===== src/rtl/uart_rx_framer.sv =====
// uart_rx_framer: sync hunt, length-prefixed capture, additive checksum verify, verified-frame drain
module uart_rx_framer #(
  parameter logic [7:0] SyncByte      = 8'hA5,
  parameter int         MaxLen        = 16,
  parameter int         TimeoutCycles = 2000
) (
  input  logic       i_clk,
  input  logic       i_rst_n,
  input  logic       i_rx_valid,
  input  logic [7:0] i_rx_byte,
  output logic       o_valid,
  input  logic       i_ready,
  output logic [7:0] o_data,
  output logic       o_last,
  output logic [7:0] o_frame_len,
  output logic       o_busy,
  output logic       o_err_len,
  output logic       o_err_chk,
  output logic       o_err_timeout,
  output logic       o_err_drop
);
  localparam int IW = (MaxLen > 1) ? $clog2(MaxLen) : 1;
  localparam int TW = $clog2(TimeoutCycles + 1);

  typedef enum logic [2:0] {S_IDLE, S_LEN, S_PAYLOAD, S_CHK, S_DRAIN} state_t;

  state_t          state_q, state_d;
  logic [7:0]      len_q, sum_q;
  logic [IW-1:0]   wr_idx_q, rd_idx_q;
  logic [TW-1:0]   cnt_q;
  logic [7:0]      mem [MaxLen];
  logic            err_len_d, err_chk_d, err_to_d, err_drop_d;
  logic            timed, expire, len_bad, wr_last, rd_last, fire;

  assign timed   = state_q == S_LEN || state_q == S_PAYLOAD || state_q == S_CHK;
  assign expire  = !i_rx_valid && cnt_q == TW'(TimeoutCycles - 1);
  assign len_bad = i_rx_byte == 8'd0 || i_rx_byte > 8'(MaxLen);
  assign wr_last = 8'(wr_idx_q) == len_q - 8'd1;
  assign rd_last = 8'(rd_idx_q) == len_q - 8'd1;
  assign fire    = o_valid && i_ready;
  assign o_valid = state_q == S_DRAIN;
  assign o_data  = o_valid ? mem[rd_idx_q] : 8'h00;
  assign o_last  = o_valid && rd_last;
  assign o_busy  = state_q != S_IDLE;

  // next-state and error decode; a byte arriving on the expiry cycle suppresses the timeout
  always_comb begin
    state_d    = state_q;
    err_len_d  = 1'b0;
    err_chk_d  = 1'b0;
    err_to_d   = 1'b0;
    err_drop_d = 1'b0;
    case (state_q)
      S_IDLE:    state_d = (i_rx_valid && i_rx_byte == SyncByte) ? S_LEN : S_IDLE;
      S_LEN:     if (i_rx_valid) begin
                   err_len_d = len_bad;
                   state_d   = len_bad ? S_IDLE : S_PAYLOAD;
                 end
      S_PAYLOAD: state_d = (i_rx_valid && wr_last) ? S_CHK : S_PAYLOAD;
      S_CHK:     if (i_rx_valid) begin
                   err_chk_d = i_rx_byte != sum_q;
                   state_d   = (i_rx_byte == sum_q) ? S_DRAIN : S_IDLE;
                 end
      S_DRAIN:   begin
                   err_drop_d = i_rx_valid;
                   state_d    = (fire && rd_last) ? S_IDLE : S_DRAIN;
                 end
      default:   state_d = S_IDLE;
    endcase
    if (timed && expire) begin
      err_to_d = 1'b1;
      state_d  = S_IDLE;
    end
  end

  // state, datapath registers and registered error pulses
  always_ff @(posedge i_clk or negedge i_rst_n) begin
    if (!i_rst_n) begin
      state_q       <= S_IDLE;
      len_q         <= '0;
      sum_q         <= '0;
      wr_idx_q      <= '0;
      rd_idx_q      <= '0;
      cnt_q         <= '0;
      o_frame_len   <= '0;
      o_err_len     <= 1'b0;
      o_err_chk     <= 1'b0;
      o_err_timeout <= 1'b0;
      o_err_drop    <= 1'b0;
    end else begin
      state_q       <= state_d;
      o_err_len     <= err_len_d;
      o_err_chk     <= err_chk_d;
      o_err_timeout <= err_to_d;
      o_err_drop    <= err_drop_d;
      if (state_q == S_IDLE && state_d == S_LEN) cnt_q <= '0;
      else if (timed) cnt_q <= i_rx_valid ? '0 : cnt_q + TW'(1);
      if (state_q == S_LEN && i_rx_valid && !len_bad) begin
        len_q    <= i_rx_byte;
        sum_q    <= i_rx_byte;
        wr_idx_q <= '0;
      end
      if (state_q == S_PAYLOAD && i_rx_valid) begin
        sum_q    <= sum_q + i_rx_byte;
        wr_idx_q <= wr_idx_q + IW'(1);
      end
      if (state_q == S_CHK && i_rx_valid && i_rx_byte == sum_q) begin
        o_frame_len <= len_q;
        rd_idx_q    <= '0;
      end
      if (fire) rd_idx_q <= rd_idx_q + IW'(1);
    end
  end

  // payload buffer; never read outside DRAIN so it needs no reset
  always_ff @(posedge i_clk) begin
    if (state_q == S_PAYLOAD && i_rx_valid) mem[wr_idx_q] <= i_rx_byte;
  end
endmodule


===== config.mk =====
export PLATFORM = sky130hd
export DESIGN_NAME = uart_rx_framer
export DESIGN_NICKNAME = d
export VERILOG_FILES = /design/src/rtl/uart_rx_framer.sv
export SDC_FILE = /design/constraint.sdc
export NUM_CORES = 1
export LEC_CHECK = 0
export CORE_MARGIN = 2
export CORE_UTILIZATION = 35
export DETAILED_ROUTE_END_ITERATION = 10
export DONT_BUFFER_PORTS = 1
export PLACE_DENSITY = 0.57
export SETUP_SLACK_MARGIN = 0.4
export SLEW_MARGIN = 20
export SYNTH_ARGS = -nofsm -noshare
export SYNTH_HDL_FRONTEND = slang
export SYNTH_SLANG_ARGS = --single-unit
export TNS_END_PERCENT = 30

===== constraint.sdc =====
create_clock -name i_clk -period 4.66 [get_ports i_clk]
set_input_delay 0.233 -clock i_clk [delete_from_list [all_inputs] [get_ports i_clk]]
set_output_delay 0.233 -clock i_clk [all_outputs]
set_load 0.01 [all_outputs]

==> impl_metrics.tcl, run 1 <==
set metrics [dict create \
    hold_viol 0 \
    holdWs_ns 0.00932 \
    cts_buffers 17 \
    rows 54 \
    yosys_register_bits 178 \
    grt_start_max_net_pins 51 \
    r2r_cells 4 \
    top_layer_used "met4" \
    p_leak_nw 3.09 \
    gp_congestion 0.764 \
    wirelength_um 16600 \
    hp-start "i_rx_valid" \
    skew_ns 0.0212 \
    regToRegStartpoint "state_q[1]" \
    r2r-end "mem[11][6]" \
    hold_path_depth 3 \
    fin_crit_sh_pct 66.1 \
    postCtsHoldBufs 12 \
    antenna_found_initial 1 \
    slew_viol_final 0 \
    min_to "state_q[1]" \
    synth_seq_area_share_pct 66.0 \
    setup_violations 0 \
    clock.fmax_mhz 325 \
    pin_count 35 \
    ant_nets 0 \
    io_buffer_count 0 \
    drt-vias-per-instance 5.26 \
    cts_tree "yes" \
    synthArstFlopShare_pct 28.1 \
    clk_pin_slew_worst_paths_ns 0.07 \
    tightest_slew_ns 0.948 \
    hpwl_um 10100 \
    place_area_um2 7980 \
    core-area_um2 21800 \
    grt_pass1_wl_um 25800 \
    wl_met2_um 8480 \
    dr.first_iter.drc_count 312 \
    crit_arrival_ns 2.85 \
    fin_tns_setup_ns 0 \
    synth_area_leaders "edfxtp_1 (50%), dfrtp_1 (16%), mux4_2 (6.4%), mux4_1 (6.1%), ha_1 (2.3%)" \
    cts.repair.resized 0 \
    vdd_drop_max_mv 0.303 \
    synth.distinct_cells 52 \
    overflow 0 \
    vias 4099 \
    clock-sinks 178 \
    worstPathRequired_ns 4.43 \
    clk_latency_ns 0.44 \
    diodes 0 \
    initial_core_util_pct 35.5 \
    drive_gt1_share_pct 15.4 \
    grt_usage_pct 14.8 \
    cts_root_buf "clkbuf_16" \
    area_growth_pct 12.8 \
    final_core_util_pct 40.0 \
    syn_area_um2 7720 \
    layout.nets 513 \
    synth_edf_count 128 \
    cp-end-kind "primary output" \
    post_cts_buffers 0 \
    die-area_um2 23300 \
    layout_commonest_cell "edfxtp_1" \
    met3_wirelength_um 764 \
    fp.dieH_um 152 \
    yosysTopAreaCell "edfxtp_1" \
    first_global_vias 4253 \
    clk_path_buf_depth 2 \
    mostFrequentLayoutCells "edfxtp_1 (128), dfrtp_1 (49), nor2_1 (32)" \
    power_density_nw_per_um2 434 \
    max-slew-margin-rel_pct 36.6 \
    synthFlopType "edfxtp_1" \
    ys_warn_count 0 \
    synth_top_area_share_pct 49.8 \
    wl_per_cell_um 21.3 \
    syn_avg_cell_area_um2 16.4 \
    maxCapViolCount 0 \
    stdcell_area_um2 8710 \
    rsz0062_at_grt "false" \
    crit_path_start_kind "flip-flop" \
    htree_levels 4 \
    critPathMaxFanout 20 \
    critical_path_class "flip-flop to primary output" \
    drt-pass1-iter-count 4 \
    wl_met1_um 6990 \
    min_period_ns 3.08 \
    hp-class "input pin to flip-flop" \
    syn-num-nets 499 \
    drc 0 \
    die_w_um 152 \
    outcome "complete, no violations" \
    r2r_slack_ns 1.86 \
    syn-instance-count 472 \
]
==> worst max path at each step <==
stage                     depth (start not counted)         from  slack [ns]   endpoint
after global placement                            4   state_q[1]        1.71  mem[3][3]
after detailed placement                          4   state_q[1]        1.70  mem[0][7]
final                                             4  rd_idx_q[2]        1.58  o_data[7]
after floorplan                                   6   state_q[0]        2.38  mem[3][0]
after global routing                              4  rd_idx_q[2]        1.47  o_data[2]
after CTS                                         3  rd_idx_q[0]        1.41  o_data[7]
==> synthesized netlist by cell type, types with 2 or more instances <==
cell type and count:
a211oi_1 2, a21oi_1 7, a221o_1 5, and2_1 10, and3_1 4, buf_1 2
buf_2 5, buf_6 2, buf_8 2, clkbuf_1 6, dfrtp_1 50, edfxtp_1 128
ha_1 14, inv_1 11, mux2_2 10, mux4_1 18, mux4_2 22, nand2_1 28
nand2b_1 6, nand3_1 6, nand4_1 6, nor2_1 32, nor2b_1 6, nor3_1 14
nor4_1 6, o21ai_0 15, or3_1 6, xnor2_1 9, xor2_1 17
==> per-stage QoR <==
step / power (mW) / setup slack, ns / std cells
final: 3.78 / 1.58 / 779
after global routing: 3.95 / 1.47 / 779
after CTS: 3.80 / 1.41 / 779
after detailed placement: 2.39 / 1.70 / 735
after global placement: 2.38 / 1.71 / 735
after floorplan: 2.30 / 2.38 / 472
==> worst max-delay path, stage by stage (launching register included) <==
cell     delay, ns
dfrtp_1       0.93
buf_4         0.38
mux4_1        0.41
mux4_2        0.48
and2_1        0.20
==> cell type report <==
class	count	area (um^2)
inverters	11	41.3
fillers	1972	13000
clock inverters	15	158
clock buffers	17	425
flip-flops and latches	178	5100
well taps	280	350
multi-input cells	265	2490
repair buffers	13	145
==> flip-flops by register name, indices dropped and copies added (netlist names) <==
name           flops
o_err_len          1
o_err_chk          1
state_q            3
sum_q              8
rd_idx_q           4
o_err_timeout      1
cnt_q             11
mem              128
len_q              8
o_frame_len        8
o_err_drop         1
wr_idx_q           4
==> where the power goes <==
part	leakage, nW	switching, mW	internal [mW]
Combinational	1.00	0.245	0.263
Sequential	1.82	0.117	1.78
Clock	0.270	0.631	0.750
Total	3.09	0.992	2.79
==> layer usage <==
layer	up-vias	global-route usage, %
li1	1871	-
met2	92	25.6
met4	0	4.41
met3	22	3.24
met5	-	0
met1	2114	18.9
==> logic make-up after synthesis <==
logic type | count (synthesis) | share of synthesized area [%]
flops | 178 | 66.0
simple gates | 132 | 8.85
compound gates | 42 | 3.65
mux | 50 | 14.0
xor+xnor | 26 | 2.95
buf+inv | 29 | 1.99
fa+ha+maj | 15 | 2.53
Note: power is estimated with default switching activity, not from simulation.
==> run 2, diff against run 1 <==
==> constraint.sdc (replaced) <==
create_clock -name i_clk -period 3.1 [get_ports i_clk]
set_input_delay 0.155 -clock i_clk [delete_from_list [all_inputs] [get_ports i_clk]]
set_output_delay 0.155 -clock i_clk [all_outputs]
set_load 0.01 [all_outputs]
==> impl_metrics.tcl, run 2 (synthesis gave the netlist of run 1 again) <==
set metrics [dict create \
    outcome "complete, no violations" \
    setup_violations 0 \
    drive_gt1_share_pct 18.0 \
    slew_viol_final 0 \
    core-area_um2 21800 \
    drt-vias-per-instance 5.30 \
    fin_tns_setup_ns 0 \
    wirelength_um 17400 \
    min_period_ns 2.62 \
    fp.dieH_um 152 \
    reg_top3 "mem x128, cnt_q x11" \
    antenna_found_initial 3 \
    drt-pass1-iter-count 5 \
    clk_latency_ns 0.43 \
    skew_ns 0.00807 \
    vdd_drop_max_mv 0.349 \
    layout_commonest_cell "edfxtp_1" \
    rows 54 \
    crit_path_start_kind "flip-flop" \
    pin_count 35 \
    grt_pass1_wl_um 27300 \
    critical_path_class "flip-flop to primary output" \
    fin_crit_sh_pct 84.6 \
    drc 0 \
    grt_usage_pct 15.8 \
    power_density_nw_per_um2 660 \
    clock-sinks 178 \
    hp-class "input pin to flip-flop" \
    die_w_um 152 \
    vias 4251 \
    cp-end-kind "primary output" \
    hpwl_um 10600 \
    tightest_slew_ns 0.760 \
    max-slew-margin-rel_pct 49.2 \
    wl_per_cell_um 21.7 \
    layout.nets 536 \
    grt_start_max_net_pins 51 \
    htree_levels 4 \
    regMostFlops "mem" \
    final_core_util_pct 40.9 \
    cts_tree "yes" \
    crit_arrival_ns 2.47 \
    mostFrequentLayoutCells "edfxtp_1 (128), dfrtp_1 (49), nor2_1 (32)" \
    cts_root_buf "clkbuf_16" \
    rsz0062_at_grt "false" \
    die-area_um2 23300 \
    largest_reg_flops 128 \
    clk_pin_slew_worst_paths_ns 0.06 \
    cts_buffers 17 \
    ant_nets 0 \
    critPathMaxFanout 37 \
    maxCapViolCount 0 \
    dr.first_iter.drc_count 345 \
    io_buffer_count 0 \
    overflow 0 \
    gp_congestion 0.803 \
    initial_core_util_pct 35.5 \
    p_leak_nw 3.22 \
    clk_path_buf_depth 2 \
    worstPathRequired_ns 2.94 \
    hold_viol 0 \
    clock.fmax_mhz 381 \
    area_growth_pct 15.3 \
    first_global_vias 4523 \
]
-- run 2: cell count changes in the layout (fill, tap and decap cells not counted), sizes merged --
| cell | delta |
|---|---|
| clkinv | -3 |
| diode | +1 |
| clkinvlp | -2 |
| buf | +23 |
| clkbuf | +1 |
| bufinv | +3 |
-- run 2: final cells by class --
| cell class | count | area, um^2 |
|---|---|---|
| clock buffers | 18 | 429 |
| clock inverters | 13 | 183 |
| flip-flops and latches | 178 | 5100 |
| diodes | 1 | 2.50 |
| multi-input cells | 265 | 2470 |
| inverters | 11 | 41.3 |
| well taps | 280 | 350 |
| fillers | 1952 | 12900 |
| repair buffers | 36 | 330 |
-- run 2: metal layers --
metal | vias to the layer above | wire length (um) | track usage [%]
met3 | 19 | 629 | 2.76
li1 | 1911 | - | -
met5 | - | 0 | 0
met1 | 2217 | 7300 | 20.1
met2 | 104 | 9150 | 27.2
met4 | 0 | 327 | 6.00
-- run 2: power by group --
part	switching (mW)	internal [mW]	total [mW]
combinational	0.417	0.411	0.828
clock	0.896	1.35	2.24
sequential	0.132	2.67	2.80
total	1.44	4.43	5.87
-- run 2: timing repair --
item / in CTS / in global routing
buffers inserted: 0 / 1
endpoints found under the hold margin: 197 / 0
endpoints found under the setup margin: 0 / 2
gates resized for setup: 0 / 0
hold buffers: 12 / 0
-- run 2: worst paths after layout --
check                             startpoint             end  slack [ns]  cells after the start
max in group asynchronous            i_rst_n     rd_idx_q[0]        2.61                      2
worst min-delay path            i_rx_byte[0]        sum_q[0]        0.04                      2
min in group asynchronous            i_rst_n      state_q[2]        0.26                      2
worst max register to register      sum_q[1]  o_frame_len[6]        0.81                      7
worst min register to register      sum_q[6]        sum_q[6]        0.51                      1
worst max-delay path             rd_idx_q[0]       o_data[4]        0.48                      4
-- run 2: worst max-delay path: stages (launching register included) --
cell and delay [ns]:
dfrtp_2 0.37, buf_12 0.27, mux4_1 0.65, mux4_2 0.50, and2_1 0.22
-- run 2: per-stage QoR --
stage	setup slack [ns]	instance area [um^2]	std cells	hold slack (ns)	power (mW)
2_1_floorplan	0.820	7720	472	-0.141	3.46
3_3_place_gp	0.607	8140	757	-0.140	3.58
3_5_place_dp	0.621	8140	757	-0.140	3.61
4_1_cts	0.431	8890	800	0.0228	5.91
5_1_grt	0.415	8900	801	0.0389	6.13
6_report	0.478	8900	802	0.0388	5.87
==> run 3, diff against run 2 <==
--- a/config.mk
+++ b/config.mk
@@ -5,11 +5,12 @@
 export SDC_FILE = /design/constraint.sdc
 export NUM_CORES = 1
 export LEC_CHECK = 0
+export ABC_AREA = 1
 export CORE_MARGIN = 2
 export CORE_UTILIZATION = 35
 export DETAILED_ROUTE_END_ITERATION = 10
 export DONT_BUFFER_PORTS = 1
-export PLACE_DENSITY = 0.57
+export PLACE_DENSITY = 0.59
 export SETUP_SLACK_MARGIN = 0.4
 export SLEW_MARGIN = 20
 export SYNTH_ARGS = -nofsm -noshare
==> constraint.sdc (replaced) <==
create_clock -name i_clk -period 2.3 [get_ports i_clk]
set_input_delay 0.115 -clock i_clk [delete_from_list [all_inputs] [get_ports i_clk]]
set_output_delay 0.115 -clock i_clk [all_outputs]
set_load 0.01 [all_outputs]
==> impl_metrics.tcl, run 3 <==
set metrics [dict create \
    stdcell_area_um2 9750 \
    skew_ns 0.0103 \
    drive_gt1_share_pct 20.2 \
    core-area_um2 22600 \
    tightest_slew_ns 0.948 \
    fp.dieH_um 156 \
    stdcell_count 1100 \
    cp-end-kind "primary output" \
    grt_usage_pct 17.6 \
    synth_edf_count 128 \
    synth.distinct_cells 38 \
    synth_seq_area_share_pct 63.3 \
    drt-pass1-iter-count 5 \
    path_common_cell "buf_12" \
    vdd_drop_max_mv 0.450 \
    cts_tree "yes" \
    p_leak_nw 3.66 \
    gp_congestion 0.805 \
    max-slew-margin-rel_pct 36.8 \
    layout.nets 828 \
    slew_viol_final 0 \
    seqCellArea_um2 5100 \
    holdWs_ns 0.00246 \
    rsz0062_at_grt "true" \
    initial_core_util_pct 35.6 \
    syn-instance-count 740 \
    cts_buffers 17 \
    clk_pin_slew_worst_paths_ns 0.06 \
    place_area_um2 8550 \
    wirelength_um 21800 \
    synth_area_leaders "edfxtp_1 (48%), dfrtp_1 (16%), nor2_1 (5.2%), o21ai_0 (4.8%), nand2_1 (4.5%)" \
    grt_pass1_wl_um 32100 \
    synth_commonest_cells "edfxtp_1 (128), nor2_1 (112), nand2_1 (96)" \
    fin_crit_sh_pct 92.2 \
    overflow 0 \
    dp.cells 1030 \
    regMostFlops "mem" \
    mostFrequentLayoutCells "edfxtp_1 (128), nor2_1 (109), nand2_1 (94)" \
    clk_latency_ns 0.43 \
    io_buffer_count 0 \
    first_global_vias 5575 \
    area_growth_pct 21.2 \
    path_buf_inv 3 \
    syn-num-nets 767 \
    die-area_um2 24200 \
    critPathSlowestCell "dfrtp_2" \
    yosys_register_bits 178 \
    setup_violations 0 \
    crit_chain "buf_12 > buf_12 > o21ai_0 > o22ai_2 > o211ai_1 > a21oi_2 > buf_4" \
    hold_viol 0 \
    hp-class "input pin to flip-flop" \
    dr.first_iter.drc_count 468 \
    crit_path_start_kind "flip-flop" \
    ant_nets 0 \
    critical_path_class "flip-flop to primary output" \
    yosysTopAreaCell "edfxtp_1" \
    nFillCells 2100 \
    min_period_ns 2.12 \
    hpwl_um 12800 \
    reg_top3 "mem x128, cnt_q x11" \
    synthArstFlopShare_pct 28.1 \
    drt-vias-per-instance 5.34 \
    maxCapViolCount 0 \
    syn_area_um2 8040 \
    clk_path_buf_depth 2 \
    critPathMaxFanout 25 \
    clock-sinks 178 \
    clock.fmax_mhz 471 \
    crit_arrival_ns 2.01 \
    wl_per_cell_um 19.8 \
    die_w_um 156 \
    cts_root_buf "clkbuf_16" \
    fin_tns_setup_ns 0 \
    layout_commonest_cell "edfxtp_1" \
    synthFlopType "edfxtp_1" \
    power_density_nw_per_um2 782 \
    worstPathRequired_ns 2.18 \
    cpLargestDelayFamily "compound AO/OA/AOI/OAI gates" \
    largest_reg_flops 128 \
    multi_input_area_um2 2730 \
    vias 5878 \
    syn_avg_cell_area_um2 10.9 \
    pin_count 35 \
    critPathMaxStageDelay_ns 0.42 \
    rows 55 \
    outcome "complete, no violations" \
    grt_start_max_net_pins 51 \
    htree_levels 4 \
    final_core_util_pct 43.2 \
    antenna_found_initial 3 \
    yosysMostFrequentCell "edfxtp_1" \
    ys_warn_count 0 \
    synth_top_area_share_pct 47.8 \
    drc 0 \
]
-- run 3: cell count changes in the layout (fill, tap and decap cells not counted), moves of 23 or more --
| cell | delta |
|---|---|
| buf_4 | +23 |
| inv_1 | +29 |
| nand2_1 | +66 |
| nand3_1 | +24 |
| nor2_1 | +77 |
| o21ai_0 | +55 |
-- run 3: area by class of cell --
cell class | instances | share of cell area, %
timing repair inverter | 1 | 0.0642
timing repair buffer | 73 | 8.28
sequential | 178 | 52.3
inverter | 54 | 2.26
multi-input combinational | 476 | 28.0
clock inverter | 12 | 0.950
antenna | 3 | 0.0770
clock buffer | 18 | 4.40
tap | 285 | 3.66
-- run 3: cell families after synthesis --
| logic type | Yosys count | share of synthesized area [%] |
|---|---|---|
| and+or+nand+nor | 288 | 16.2 |
| DFF | 178 | 63.3 |
| AOI/OAI and AO/OA | 164 | 12.4 |
| buffers and inverters | 87 | 4.74 |
| adders and majority gates | 15 | 2.43 |
| xor gates and xnor gates | 8 | 0.871 |
-- run 3: power breakdown --
group / switching [mW] / internal [mW]
registers: 0.122 / 3.58
clock network: 1.19 / 1.46
logic: 0.771 / 0.492
total: 2.08 / 5.54
-- run 3: stage by stage --
step,setup slack (ns),power (mW)
after floorplan,0.466,4.54
after global placement,0.287,4.77
after detailed placement,0.270,4.78
after CTS,0.172,7.55
after global routing,0.123,7.94
final,0.179,7.62
-- run 3: worst register-to-register path: stages (launching register included) --
cell	delay, ns
dfrtp_1	0.38
ha_1	0.31
nor3_2	0.18
nand2_1	0.10
nor4_4	0.24
buf_4	0.19
nand2_8	0.09
buf_4	0.19
o21ai_2	0.09
-- run 3: layer usage --
layer | track usage (%) | up-vias | routed length, um
met5 | 0 | - | 0
met4 | 5.46 | 0 | 420
met3 | 4.39 | 34 | 1790
met2 | 27.6 | 233 | 10000
met1 | 24.3 | 2850 | 9520
li1 | - | 2761 | -
-- run 3: worst paths after layout --
path / cells after the start / startpoint / end / slack [ns]
worst min-delay path: 3 / i_rx_byte[5] / sum_q[5] / 0.002
worst max register to register: 8 / sum_q[0] / o_frame_len[0] / 0.45
worst min register to register: 2 / sum_q[3] / sum_q[3] / 0.49
worst max-delay path: 7 / rd_idx_q[0] / o_data[3] / 0.18
min in group asynchronous: 2 / i_rst_n / cnt_q[7] / 0.17
max in group asynchronous: 2 / i_rst_n / state_q[0] / 1.85
-- run 3: what timing repair did --
action                                  4_1_cts  5_1_grt
cloned                                        1        7
hold buffers                                 12        1
endpoints found under the setup margin       31      123
hold endpoints to repair                    196       18
setup buffers                                10        6
gates resized for setup                      27       32
pin swaps                                    11       12
